===== src/rtl/sr_excite_driver_pkg.sv =====
// Shared types for the SR excitation driver: FSM state encoding and SR codes.
// Latency: n/a (types and a pure function only).
// Backpressure: n/a.
//
// Holds the state typedef used by sr_excite_driver and the per-bit {s,r}
// excitation codes. The forbidden code 2'b11 is deliberately never produced.
package sr_pkg;

  typedef enum logic [1:0] {
    IDLE  = 2'd0,
    DRIVE = 2'd1,
    CHECK = 2'd2,
    ERR   = 2'd3
  } state_t;

  // {s, r} excitation pair for one SR flip-flop
  localparam logic [1:0] SR_HOLD = 2'b00;
  localparam logic [1:0] SR_RST  = 2'b01;
  localparam logic [1:0] SR_SET  = 2'b10;

  // Code needed to move one bit from its believed value to the target value.
  function automatic logic [1:0] sr_code(input logic tgt, input logic cur);
    if (tgt && !cur) begin
      return SR_SET;
    end else if (!tgt && cur) begin
      return SR_RST;
    end else begin
      return SR_HOLD;
    end
  endfunction

endpackage


===== src/rtl/sr_excite_driver_if.sv =====
// Request channel into the SR excitation driver (valid/ready).
// Latency: n/a (wiring only).
// Backpressure: the slave holds tgt_ready low while a request is in flight.
//
// Signals: tgt_data (requested SR bank state), tgt_valid, tgt_ready.
// master = requester, slave = sr_excite_driver.
interface sr_excite_driver_if #(
  parameter int WIDTH = 8
);
  logic [WIDTH-1:0] tgt_data;
  logic             tgt_valid;
  logic             tgt_ready;

  modport master (output tgt_data, output tgt_valid, input tgt_ready);
  modport slave  (input tgt_data, input tgt_valid, output tgt_ready);
endinterface


===== src/rtl/sr_excite_driver_calc.sv =====
// Per-bit mapping from (target, shadow) to set/reset excitation.
// Latency: purely combinational.
// Backpressure: none.
//
// Ports: tgt, shadow in; s, r excitation vectors out; changed = any bit differs.
// A bit is set where the target is 1 and believed 0, reset where the
// target is 0 and believed 1; s and r are never both high on one bit.
module sr_excite_calc
  import sr_pkg::*;
#(
  parameter int WIDTH = 8
) (
  input  logic [WIDTH-1:0] tgt,
  input  logic [WIDTH-1:0] shadow,
  output logic [WIDTH-1:0] s,
  output logic [WIDTH-1:0] r,
  output logic             changed
);

  always_comb begin
    s       = '0;
    r       = '0;
    changed = |(tgt ^ shadow);
    for (int i = 0; i < WIDTH; i++) begin
      {s[i], r[i]} = sr_code(tgt[i], shadow[i]);
    end
  end

endmodule


===== src/rtl/sr_excite_driver.sv =====
// Drives a bank of SR flip-flops to a requested state with one-cycle set/reset pulses.
// Latency: accept->done 1 cycle if unchanged, 2 with a change (2+SETTLE with readback).
// Backpressure: tgt_ready is high only in IDLE; one request in flight at a time.
//
// Ports: clk, rst (sync, active-high); tgt (request interface, slave);
//   s_out/r_out excitation; q_fb readback; done pulse; err/err_bits sticky
//   mismatch report; err_clr; xfer_cnt completed-request counter (wraps).
// Build option: define SR_EXCITE_READBACK_EN to add the CHECK/ERR readback
//   compare. Without it q_fb/err_clr are ignored and err/err_bits are 0.
module sr_excite_driver
  import sr_pkg::*;
#(
  parameter int WIDTH  = 8,
  parameter int SETTLE = 1
) (
  input  logic              clk,
  input  logic              rst,
  sr_excite_driver_if.slave tgt,
  output logic [WIDTH-1:0]  s_out,
  output logic [WIDTH-1:0]  r_out,
  input  logic [WIDTH-1:0]  q_fb,
  output logic              done,
  output logic              err,
  output logic [WIDTH-1:0]  err_bits,
  input  logic              err_clr,
  output logic [15:0]       xfer_cnt
);

  state_t           state;
  state_t           state_nxt;
  logic [WIDTH-1:0] shadow;
  logic [WIDTH-1:0] s_calc;
  logic [WIDTH-1:0] r_calc;
  logic             changed;
  logic             accept;
  logic             finish;
  logic             mismatch;
  logic             clear_err;

`ifdef SR_EXCITE_READBACK_EN
  logic [3:0]       settle_cnt;
`else
  logic             unused_readback;
  assign unused_readback = ^{q_fb, err_clr, 4'(SETTLE)};
  assign err      = 1'b0;
  assign err_bits = '0;
`endif

  sr_excite_calc #(.WIDTH(WIDTH)) u_calc (
    .tgt     (tgt.tgt_data),
    .shadow  (shadow),
    .s       (s_calc),
    .r       (r_calc),
    .changed (changed)
  );

  assign tgt.tgt_ready = (state == IDLE);

  always_comb begin
    state_nxt = state;
    accept    = 1'b0;
    finish    = 1'b0;
    mismatch  = 1'b0;
    clear_err = 1'b0;
    case (state)
      IDLE: begin
        if (tgt.tgt_valid) begin
          accept = 1'b1;
          if (changed) begin
            state_nxt = DRIVE;
          end else begin
            finish = 1'b1;
          end
        end
      end
      DRIVE: begin
`ifdef SR_EXCITE_READBACK_EN
        state_nxt = CHECK;
`else
        state_nxt = IDLE;
        finish    = 1'b1;
`endif
      end
`ifdef SR_EXCITE_READBACK_EN
      CHECK: begin
        if (settle_cnt == 4'd0) begin
          if (q_fb == shadow) begin
            finish    = 1'b1;
            state_nxt = IDLE;
          end else begin
            mismatch  = 1'b1;
            state_nxt = ERR;
          end
        end
      end
      ERR: begin
        if (err_clr) begin
          clear_err = 1'b1;
          state_nxt = IDLE;
        end
      end
`endif
      default: state_nxt = IDLE;
    endcase
  end

  always_ff @(posedge clk) begin
    if (rst) begin
      state    <= IDLE;
      shadow   <= '0;
      s_out    <= '0;
      r_out    <= '0;
      done     <= 1'b0;
      xfer_cnt <= 16'd0;
`ifdef SR_EXCITE_READBACK_EN
      settle_cnt <= 4'd0;
      err        <= 1'b0;
      err_bits   <= '0;
`endif
    end else begin
      state <= state_nxt;
      done  <= finish;
      // excitation is a single-cycle pulse: cleared every cycle unless loading
      s_out <= '0;
      r_out <= '0;
      if (accept && changed) begin
        s_out <= s_calc;
        r_out <= r_calc;
      end
      if (finish) begin
        xfer_cnt <= xfer_cnt + 16'd1;
      end
      // applying the pulse to the shadow yields exactly the accepted target
      if (state == DRIVE) begin
        shadow <= (shadow & ~r_out) | s_out;
      end
`ifdef SR_EXCITE_READBACK_EN
      if (state == DRIVE) begin
        settle_cnt <= 4'(SETTLE - 1);
      end else if (state == CHECK && settle_cnt != 4'd0) begin
        settle_cnt <= settle_cnt - 4'd1;
      end
      if (mismatch) begin
        err      <= 1'b1;
        err_bits <= q_fb ^ shadow;
      end
      // resynchronise belief to the real bank when leaving ERR
      if (clear_err) begin
        err      <= 1'b0;
        err_bits <= '0;
        shadow   <= q_fb;
      end
`endif
    end
  end

endmodule


===== src/flat_wrapper.sv =====
// flat-port wrapper written by rule: the top's interface ports become plain ports
module sr_excite_driver_flat import sr_pkg::*;
#(
  parameter int WIDTH  = 8,
  parameter int SETTLE = 1
)
  (clk, rst, s_out, r_out, q_fb, done, err, err_bits, err_clr, xfer_cnt, tgt_tgt_data, tgt_tgt_valid, tgt_tgt_ready);
  sr_excite_driver_if #(.WIDTH(WIDTH)) tgt_i ();
  input  logic clk;
  input  logic rst;
  output logic [WIDTH-1:0] s_out;
  output logic [WIDTH-1:0] r_out;
  input  logic [WIDTH-1:0] q_fb;
  output logic done;
  output logic err;
  output logic [WIDTH-1:0] err_bits;
  input  logic err_clr;
  output logic [15:0] xfer_cnt;
  input wire logic [$bits(tgt_i.tgt_data)-1:0] tgt_tgt_data;
  input wire logic [$bits(tgt_i.tgt_valid)-1:0] tgt_tgt_valid;
  output wire logic [$bits(tgt_i.tgt_ready)-1:0] tgt_tgt_ready;
  assign tgt_i.tgt_data = tgt_tgt_data;
  assign tgt_i.tgt_valid = tgt_tgt_valid;
  assign tgt_tgt_ready = tgt_i.tgt_ready;
  sr_excite_driver #(.WIDTH(WIDTH), .SETTLE(SETTLE)) u_core (.clk(clk), .rst(rst), .tgt(tgt_i), .s_out(s_out), .r_out(r_out), .q_fb(q_fb), .done(done), .err(err), .err_bits(err_bits), .err_clr(err_clr), .xfer_cnt(xfer_cnt));
endmodule

===== config.mk =====
export PLATFORM = sky130hd
export DESIGN_NAME = sr_excite_driver_flat
export DESIGN_NICKNAME = d
export VERILOG_FILES = /design/src/rtl/sr_excite_driver_pkg.sv /design/src/rtl/sr_excite_driver_if.sv /design/src/rtl/sr_excite_driver_calc.sv /design/src/rtl/sr_excite_driver.sv /design/src/flat_wrapper.sv
export SDC_FILE = /design/constraint.sdc
export NUM_CORES = 1
export LEC_CHECK = 0
export CAP_MARGIN = 20
export CORE_MARGIN = 4
export CORE_UTILIZATION = 40
export DETAILED_ROUTE_END_ITERATION = 6
export PLACE_DENSITY = 0.68
export SYNTH_ARGS = -nofsm -noshare
export SYNTH_HDL_FRONTEND = slang
export SYNTH_SLANG_ARGS = --single-unit

===== constraint.sdc =====
create_clock -name clk -period 2 [get_ports clk]
set_input_delay 0.2 -clock clk [delete_from_list [all_inputs] [get_ports clk]]
set_output_delay 0.2 -clock clk [all_outputs]
set_load 0.05 [all_outputs]

# ---- After elaboration in Yosys (flattened, before gate mapping)
# Cells that the tools add are included.
dict set report word_totals {
  reg_bits 42
  latchBits 0
  mem_bits_rw 0
  mem_bits_ro 0
  input_bits 20
  wordCells 87
  mem_count 0
}
dict set report classes {
  n_addsub 1
  mul 0
  n_div 0
  order_cmp 0
  n_eq_ne 0
  n_shift 0
  muxes 21
  n_bitwise 6
  n_reduce_logical 46
}
# op n
set ops {}
lappend ops {{$reduce_or 3->1} 8}
lappend ops {{$logic_and 1x1->1} 17}
lappend ops {{$add 16x1->16 const B} 1}
lappend ops {{$logic_not 1->1} 16}
lappend ops {{$mux 2} 8}
lappend ops {{$mux 1} 12}
lappend ops {{$and 8x8->8} 1}
lappend ops {{$not 8->8} 1}
lappend ops {{$or 8x8->8} 1}
lappend ops {{$reduce_or 8->1} 1}
lappend ops {{$xor 8x8->8} 1}
lappend ops {{$reduce_or 2->1} 2}
lappend ops {{$logic_not 2->1} 1}
lappend ops {{$not 1->1} 2}
lappend ops {{$pmux 1 s2} 1}
lappend ops {{$reduce_and 2->1} 1}

# ---- Longest topological paths before layout
# Gate-level depths: netlist (run 1).
dict set report logic_depth {
  word_depth 5
  mapped_depth 8
  mapped_depth_nobuf 6
}

# ---- Modules after synthesis
# From an unflattened synthesis (run 1), not the netlist that was laid out.
dict set report unflattened {
  cells_unflattened 201
  area_unflattened_um2 1898.1
}
# mod n_inst cells_each area_per_inst_um2 seq_area_each_um2
set by_module_without_submodules {}
lappend by_module_without_submodules {sr_excite_driver 1 166 1619.1 840.8}
lappend by_module_without_submodules {sr_excite_calc 1 35 279.0 0.0}

# ---- Least setup slack after synthesis (run 1)
# Ideal clock, no wire load.
dict set report synth_timing {
  path_kind {reg2reg}
  startpoint {register u_core.xfer_cnt[0]}
  endpoint {register u_core.xfer_cnt[14]}
  arrival_time_ns 1.859
  required_ns 1.885
  path_slack_ns 0.026
  path_stages_with_launch 6
  n_path_buf 0
  synth_period_minus_slack_ns 1.974
  path_cell_list {dfxtp_1 ha_1 nand3_1 o31a_1 o31a_1 o21ba_2}
}
dict set report synth_between {
  elab_chain_cells 1
}
# item line_no
set synth_rtl {}
lappend synth_rtl {{start, declared} sr_excite_driver.sv:26} ;# output logic [15:0] xfer_cnt
lappend synth_rtl {{start signal, assigned} sr_excite_driver.sv:131} ;# xfer_cnt <= xfer_cnt + 16'd1;
lappend synth_rtl {{$add 16x1->16} sr_excite_driver.sv:131}
# Every way passes these cells.
# A chain may end at the register's enable or synchronous reset.

# ---- Final worst setup path (run 1)
dict set report layout_timing {
  startpoint {register u_core.shadow[6]}
  endpoint {register u_core.xfer_cnt[14]}
}
dict set report layout_between {
  elab_chain_cells 5
}
# item line_no
set layout_rtl {}
lappend layout_rtl {{start, declared} sr_excite_driver.sv:31} ;# logic [WIDTH-1:0] shadow;
lappend layout_rtl {{start signal, assigned} sr_excite_driver.sv:135} ;# shadow <= (shadow & ~r_out) | s_out;
lappend layout_rtl {{$xor 8x8->8} sr_excite_driver_calc.sv:23} ;# changed = |(tgt ^ shadow);
lappend layout_rtl {{$reduce_or 8->1} sr_excite_driver_calc.sv:23}
lappend layout_rtl {{$mux 1} sr_excite_driver.sv:69} ;# if (changed) begin
lappend layout_rtl {{$mux 1} sr_excite_driver.sv:67} ;# if (tgt.tgt_valid) begin
lappend layout_rtl {{$pmux 1 s2} sr_excite_driver.sv:65} ;# case (state)
# Every way passes these cells.

==> flow_summary.toml, run 1 <==
[outcome]
status = "finished, final reports clean"

[power_and_ir_drop]
irDropWorstVdd_mv = 0.414
leakage_nw = 1.04
powerDensity_mw_per_mm2 = 618

[drt]
dr.pass1.iters = 4
drt_iter0_drc = 81
antenna_left = 0
wirelength_um = 4550
drc_errors = 0
wl_per_cell_um = 13.9
vias = 1673
via_per_inst = 5.12

[cells_and_area]
final_common_cell = "clkdlybuf4s50_1"
design_area_mm2 = 0.00267
nets = 311
utilization_pct = 59.8
diodes = 0
drive_gt1_share_pct = 16.0
nFillCells = 414
layout-area-overhead-vs-synth_pct = 40.2
final_cell_mix = "clkdlybuf4s50_1, dfxtp_1, inv_1, buf_4, ha_1"

[timing]
min_period_ps = 1920
setup_viol = 0
finalHoldViolCount = 0
post-route-period-util_pct = 95.9
worst_pin_slew_ps = 506
rsz0062_at_grt = "true"
skew_ps = 4.85
max-slew-margin-rel_pct = 66.1
max_freq_ghz = 0.522
fin_setup_tns_ps = 0
slew_violations = 0

[worst_setup_path]
critPathCaptureType = "flop"
path_buf_inv = 1
crit_chain = "ha_4, nand4_1, buf_4, o31a_1, o31a_1, o21ba_2"
cp_max_fo = 5
cp-start-kind = "flop"
reg2reg_from = "u_core.shadow[6]"
r2r.worst_path.cells = 6
reg2reg_slack_ps = 80
cp.arrival_ps = 2120
crit_slowest_cell = "o31a_1"
cp_common_cell = "o31a_1"
critPathMaxStageDelay_ps = 360
path_delay_family = "compound AO/OA/AOI/OAI gates"
worst-setup-path-type = "reg2reg"
r2r-end = "u_core.xfer_cnt[14]"
required_ps = 2200

[grt]
antenna_found_initial = 0
grt_remaining_overflow = 0
track_usage_pct = 16.1
grt_max_degree = 21
grt_use_met2_pct = 26.5
globalRouteMet3Util_pct = 4.80
grt_first_pass_wirelength_um = 7640
first_global_vias = 1647
grt-busiest-layer = "met2"
grt_use_met1_pct = 20.1

[placement]
dp_hpwl_um = 3080
gp_congestion = 0.791
place_area_mm2 = 0.00246
io_buffers = 44

[clock_tree]
cts_tree = "built"
htreeDepth = 2
clk_path_buf_depth = 2
clock_latency_ps = 300
hold_buffers = 0
cts_buffers = 5
cts-root-buf = "clkbuf_8"
cts.sinks = 42
path_clk_slew_ps = 80

[floorplanning]
die_w_um = 77.0
start_util_pct = 42.6
ios = 63
coreArea_mm2 = 0.00447
die_y_um = 77.0
rows = 24
die-area_mm2 = 0.00594

[synthesis]
syn_area_per_cell_um2 = 9.08
yosys-top-cells-area = "dfxtp_1, ha_1, inv_1"
synth-seq-cells = 42
synth_area_mm2 = 0.00191
synthCells = 210
synth_cell_types = 30
synth_top_area_share_pct = 44.1
yosysWarnings = 0
yosys.area.top_type = "dfxtp_1"
yosysSeqAreaShare_pct = 44.1

[hold_path]
hold_depth = 3
hold_class = "in2reg"
hp-start = "tgt_tgt_data[2]"
whs_endpoint = "u_core.r_out[2]"

[flow_run]
cap_violations = 0
cells in the mapped netlist, drive strengths merged:
cell type	number
o31ai	5
xor2	1
nor2	12
mux2i	1
and2	8
a21oi	12
o31a	3
or4	6
clkbuf	4
and4	2
ha	17
o21ba	1
nor4	1
inv	21
nor2b	1
and3	1
nor3b	8
a22oi	8
dfxtp	42
o211ai	1
o21ai	8
nand2	12
buf	14
nand4	6
nand3	7
or3	7
conb	1
layer usage:
layer  routed length, um  vias up
met3                 238        7
met4                  63        0
met5                   0        -
met2                2160       40
met1                2080      780
li1                    -      846
worst max-delay path by stage:
stage / endpoint / cells past startpoint / from
floorplan: u_core.xfer_cnt[14] / 5 / u_core.xfer_cnt[0]
global placement: u_core.xfer_cnt[14] / 8 / tgt_tgt_data[0]
detailed placement: u_core.xfer_cnt[7] / 8 / tgt_tgt_data[7]
CTS: u_core.xfer_cnt[14] / 8 / tgt_tgt_data[2]
global route: u_core.xfer_cnt[13] / 5 / u_core.shadow[5]
finish: u_core.xfer_cnt[14] / 6 / u_core.shadow[6]
power breakdown:
group	total (W)	switching, W	leakage, nW	internal [W]
registers	0.000862	0.0000118	0.344	0.000850
logic	0.000225	0.000145	0.652	0.0000804
clock network	0.000566	0.000288	0.0482	0.000279
total	0.00165	0.000444	1.04	0.00121
area by class of cell:
type                    instances  area (um2)  area share, %
multi-input cells             139         986           36.9
flip-flops and latches         42         850           31.8
repair buffers                 65         603           22.6
clock buffers                   7        86.3           3.23
inverters                      21        78.8           2.95
well taps                      52        65.1           2.43
clock inverters                 1        5.00          0.187
timing repair:
action / CTS / global route
resized for setup: 6 / 18
pin swaps: 6 / 15
cloned: 2 / 0
buffers inserted: 3 / 1
endpoints found under the setup margin: 9 / 12
flip-flops by register name, summed over array words and instances (netlist names):
name	count
u_core.s_out	8
u_core.r_out	8
u_core.xfer_cnt	16
u_core.done	1
u_core.shadow	8
u_core.state	1
stage by stage:
stage,total power [W],worst slack [ps],instances,hold WS (ps)
after CTS,0.00166,13.4,326,400
final,0.00165,82.5,327,278
after global routing,0.00172,2.42,327,284
after floorplan,0.00103,25.7,218,427
after detailed placement,0.00110,-347,313,491
after global placement,0.00109,-306,313,466
tightest hold or removal path, cell delays in order:
cell and delay, ps:
dlymetal6s2s_1 110, ha_1 170, nor3b_1 50
cell families (layout without fill, tap and decap cells):
logic type / Yosys count / after routing / share of synthesized area (%)
xor+xnor: 1 / 1 / 0.459
compound gates: 38 / 40 / 12.7
buf+inv: 39 / 94 / 10.0
fa+ha+maj: 17 / 17 / 11.2
simple gates: 71 / 71 / 20.9
mux: 1 / 1 / 0.525
other cells: 1 / 9 / 0.197
flops: 42 / 42 / 44.1
Power figures use the tool's default switching activity.
==> run 2, diff against run 1 <==
- CAP_MARGIN: 20 -> default
- MAX_ROUTING_LAYER: default -> met4
==> run 2 against run 1 <==
Net effect: worst setup slack hardly changed; final cell count did not move; sequential power is essentially flat; clock-buffer cell count is the same; sequential cell count stayed put; total power about the same; critical path depth unchanged; fmax hardly changed; clock skew is essentially flat; via count decreased by 0.12%; worst hold slack unchanged; final area did not move; critical path type unchanged; highest routed layer unchanged.
==> flow_summary.toml, run 2 (synthesis gave the netlist of run 1 again) <==
[outcome]
status = "finished, final reports clean"

[floorplanning]
die_y_um = 77.0
start_util_pct = 42.6
ios = 63
rows = 24
die_w_um = 77.0
die-area_mm2 = 0.00594
coreArea_mm2 = 0.00447

[drt]
top_layer = "met4"
wirelength_um = 4550
drc_errors = 0
via_per_inst = 5.11
wl_per_cell_um = 13.9
vias = 1671
met3_length_um = 223
wl_met2_um = 2160
antenna_left = 0
routedLengthMet1_um = 2110
dr.pass1.iters = 4
drt_iter0_drc = 81

[cells_and_area]
final_cell_mix = "clkdlybuf4s50_1, dfxtp_1, inv_1, buf_4, ha_1"
layout-area-overhead-vs-synth_pct = 40.2
final_cell_count_no_fill = 327
drive_gt1_share_pct = 16.0
diodes = 0
utilization_pct = 59.8
nets = 311
regMostFlops = "u_core.xfer_cnt"
largest_reg_flops = 16
final_common_cell = "clkdlybuf4s50_1"

[grt]
grt_remaining_overflow = 0
grt_first_pass_wirelength_um = 7640
grt_max_degree = 21
first_global_vias = 1647
track_usage_pct = 16.5
antenna_found_initial = 0

[clock_tree]
cts.sinks = 42
hold_buffers = 0
path_clk_slew_ps = 80
htreeDepth = 2
cts_buffers = 5
cts_tree = "built"
cts-root-buf = "clkbuf_8"
clk_path_buf_depth = 2
clock_latency_ps = 300

[worst_setup_path]
critPathCaptureType = "flop"
cp-start-kind = "flop"
cp.arrival_ps = 2120
worst-setup-path-type = "reg2reg"
cp_max_fo = 5
required_ps = 2200

[timing]
min_period_ps = 1920
worst_pin_slew_ps = 506
post-route-period-util_pct = 95.9
slew_violations = 0
max_freq_ghz = 0.521
rsz0062_at_grt = "true"
max-slew-margin-rel_pct = 66.1
skew_ps = 4.82
fin_setup_tns_ps = 0
finalHoldViolCount = 0
setup_viol = 0

[power_and_ir_drop]
power_w = 0.00165
irDropWorstVdd_mv = 0.414
seq_power_share_pct = 52.1
clock_power_share_pct = 34.2
powerDensity_mw_per_mm2 = 618
switching_power_w = 0.000444
comb_power_share_pct = 13.6
intPower_w = 0.00121
leakage_nw = 1.04
sw_frac_of_total_pct = 26.9

[placement]
io_buffers = 44
gp_congestion = 0.802
dp_hpwl_um = 3080
placed_cells = 313

[hold_path]
hold_class = "in2reg"

[flow_run]
cap_violations = 0
[run 2: final cells by class]
| type | count | area, um2 |
|---|---|---|
| clock buffer | 7 | 86.3 |
| clock inverter | 1 | 5.00 |
| fill | 414 | 1800 |
| inverter | 21 | 78.8 |
| multi-input combinational | 139 | 986 |
| sequential | 42 | 850 |
| tap | 52 | 65.1 |
| timing repair buffer | 65 | 603 |
[run 2: worst paths after layout]
check	from	end	slack, ps	cells past startpoint
hold reg to reg	u_core.xfer_cnt[6]	u_core.xfer_cnt[6]	510	2
hold / removal	tgt_tgt_data[2]	u_core.r_out[2]	280	3
setup reg to reg	u_core.shadow[6]	u_core.xfer_cnt[14]	80	6
setup / recovery	u_core.shadow[6]	u_core.xfer_cnt[14]	80	6
[run 2: power by group through the flow]
stage                     sequential [W]  clock [W]  combinational [W]
after CTS                       0.000861   0.000574           0.000221
after detailed placement        0.000881          0           0.000215
after floorplan                 0.000914          0           0.000112
after global routing            0.000865   0.000616           0.000244
after global placement          0.000881          0           0.000212
final                           0.000862   0.000566           0.000225
[run 2: timing repair]
item,in CTS,in global routing
endpoints found under the setup margin,9,12
cloned,2,0
hold endpoints to repair,0,0
pin swaps,6,15
gates resized for setup,6,18
setup buffers,3,1
[run 2: worst max-delay path: stages, from the launching register on]
cell and delay [ps]:
dfxtp_2 350, ha_4 260, nand4_1 160, buf_4 180, o31a_1 360, o31a_1 300, o21ba_2 200
[run 2: routing by layer]
metal	vias up	GRT usage (%)
met5	-	-
met4	0	5.34
met3	7	4.33
met2	40	26.5
met1	779	20.4
li1	845	-
[run 2: stage by stage]
step                      setup WS (ps)  hold slack (ps)  cell area (um2)
after floorplan                    25.7              427             1940
after global placement             -306              466             2460
after detailed placement           -347              491             2460
after CTS                          13.4              400             2590
after global routing               2.43              284             2670
final                              82.4              278             2670
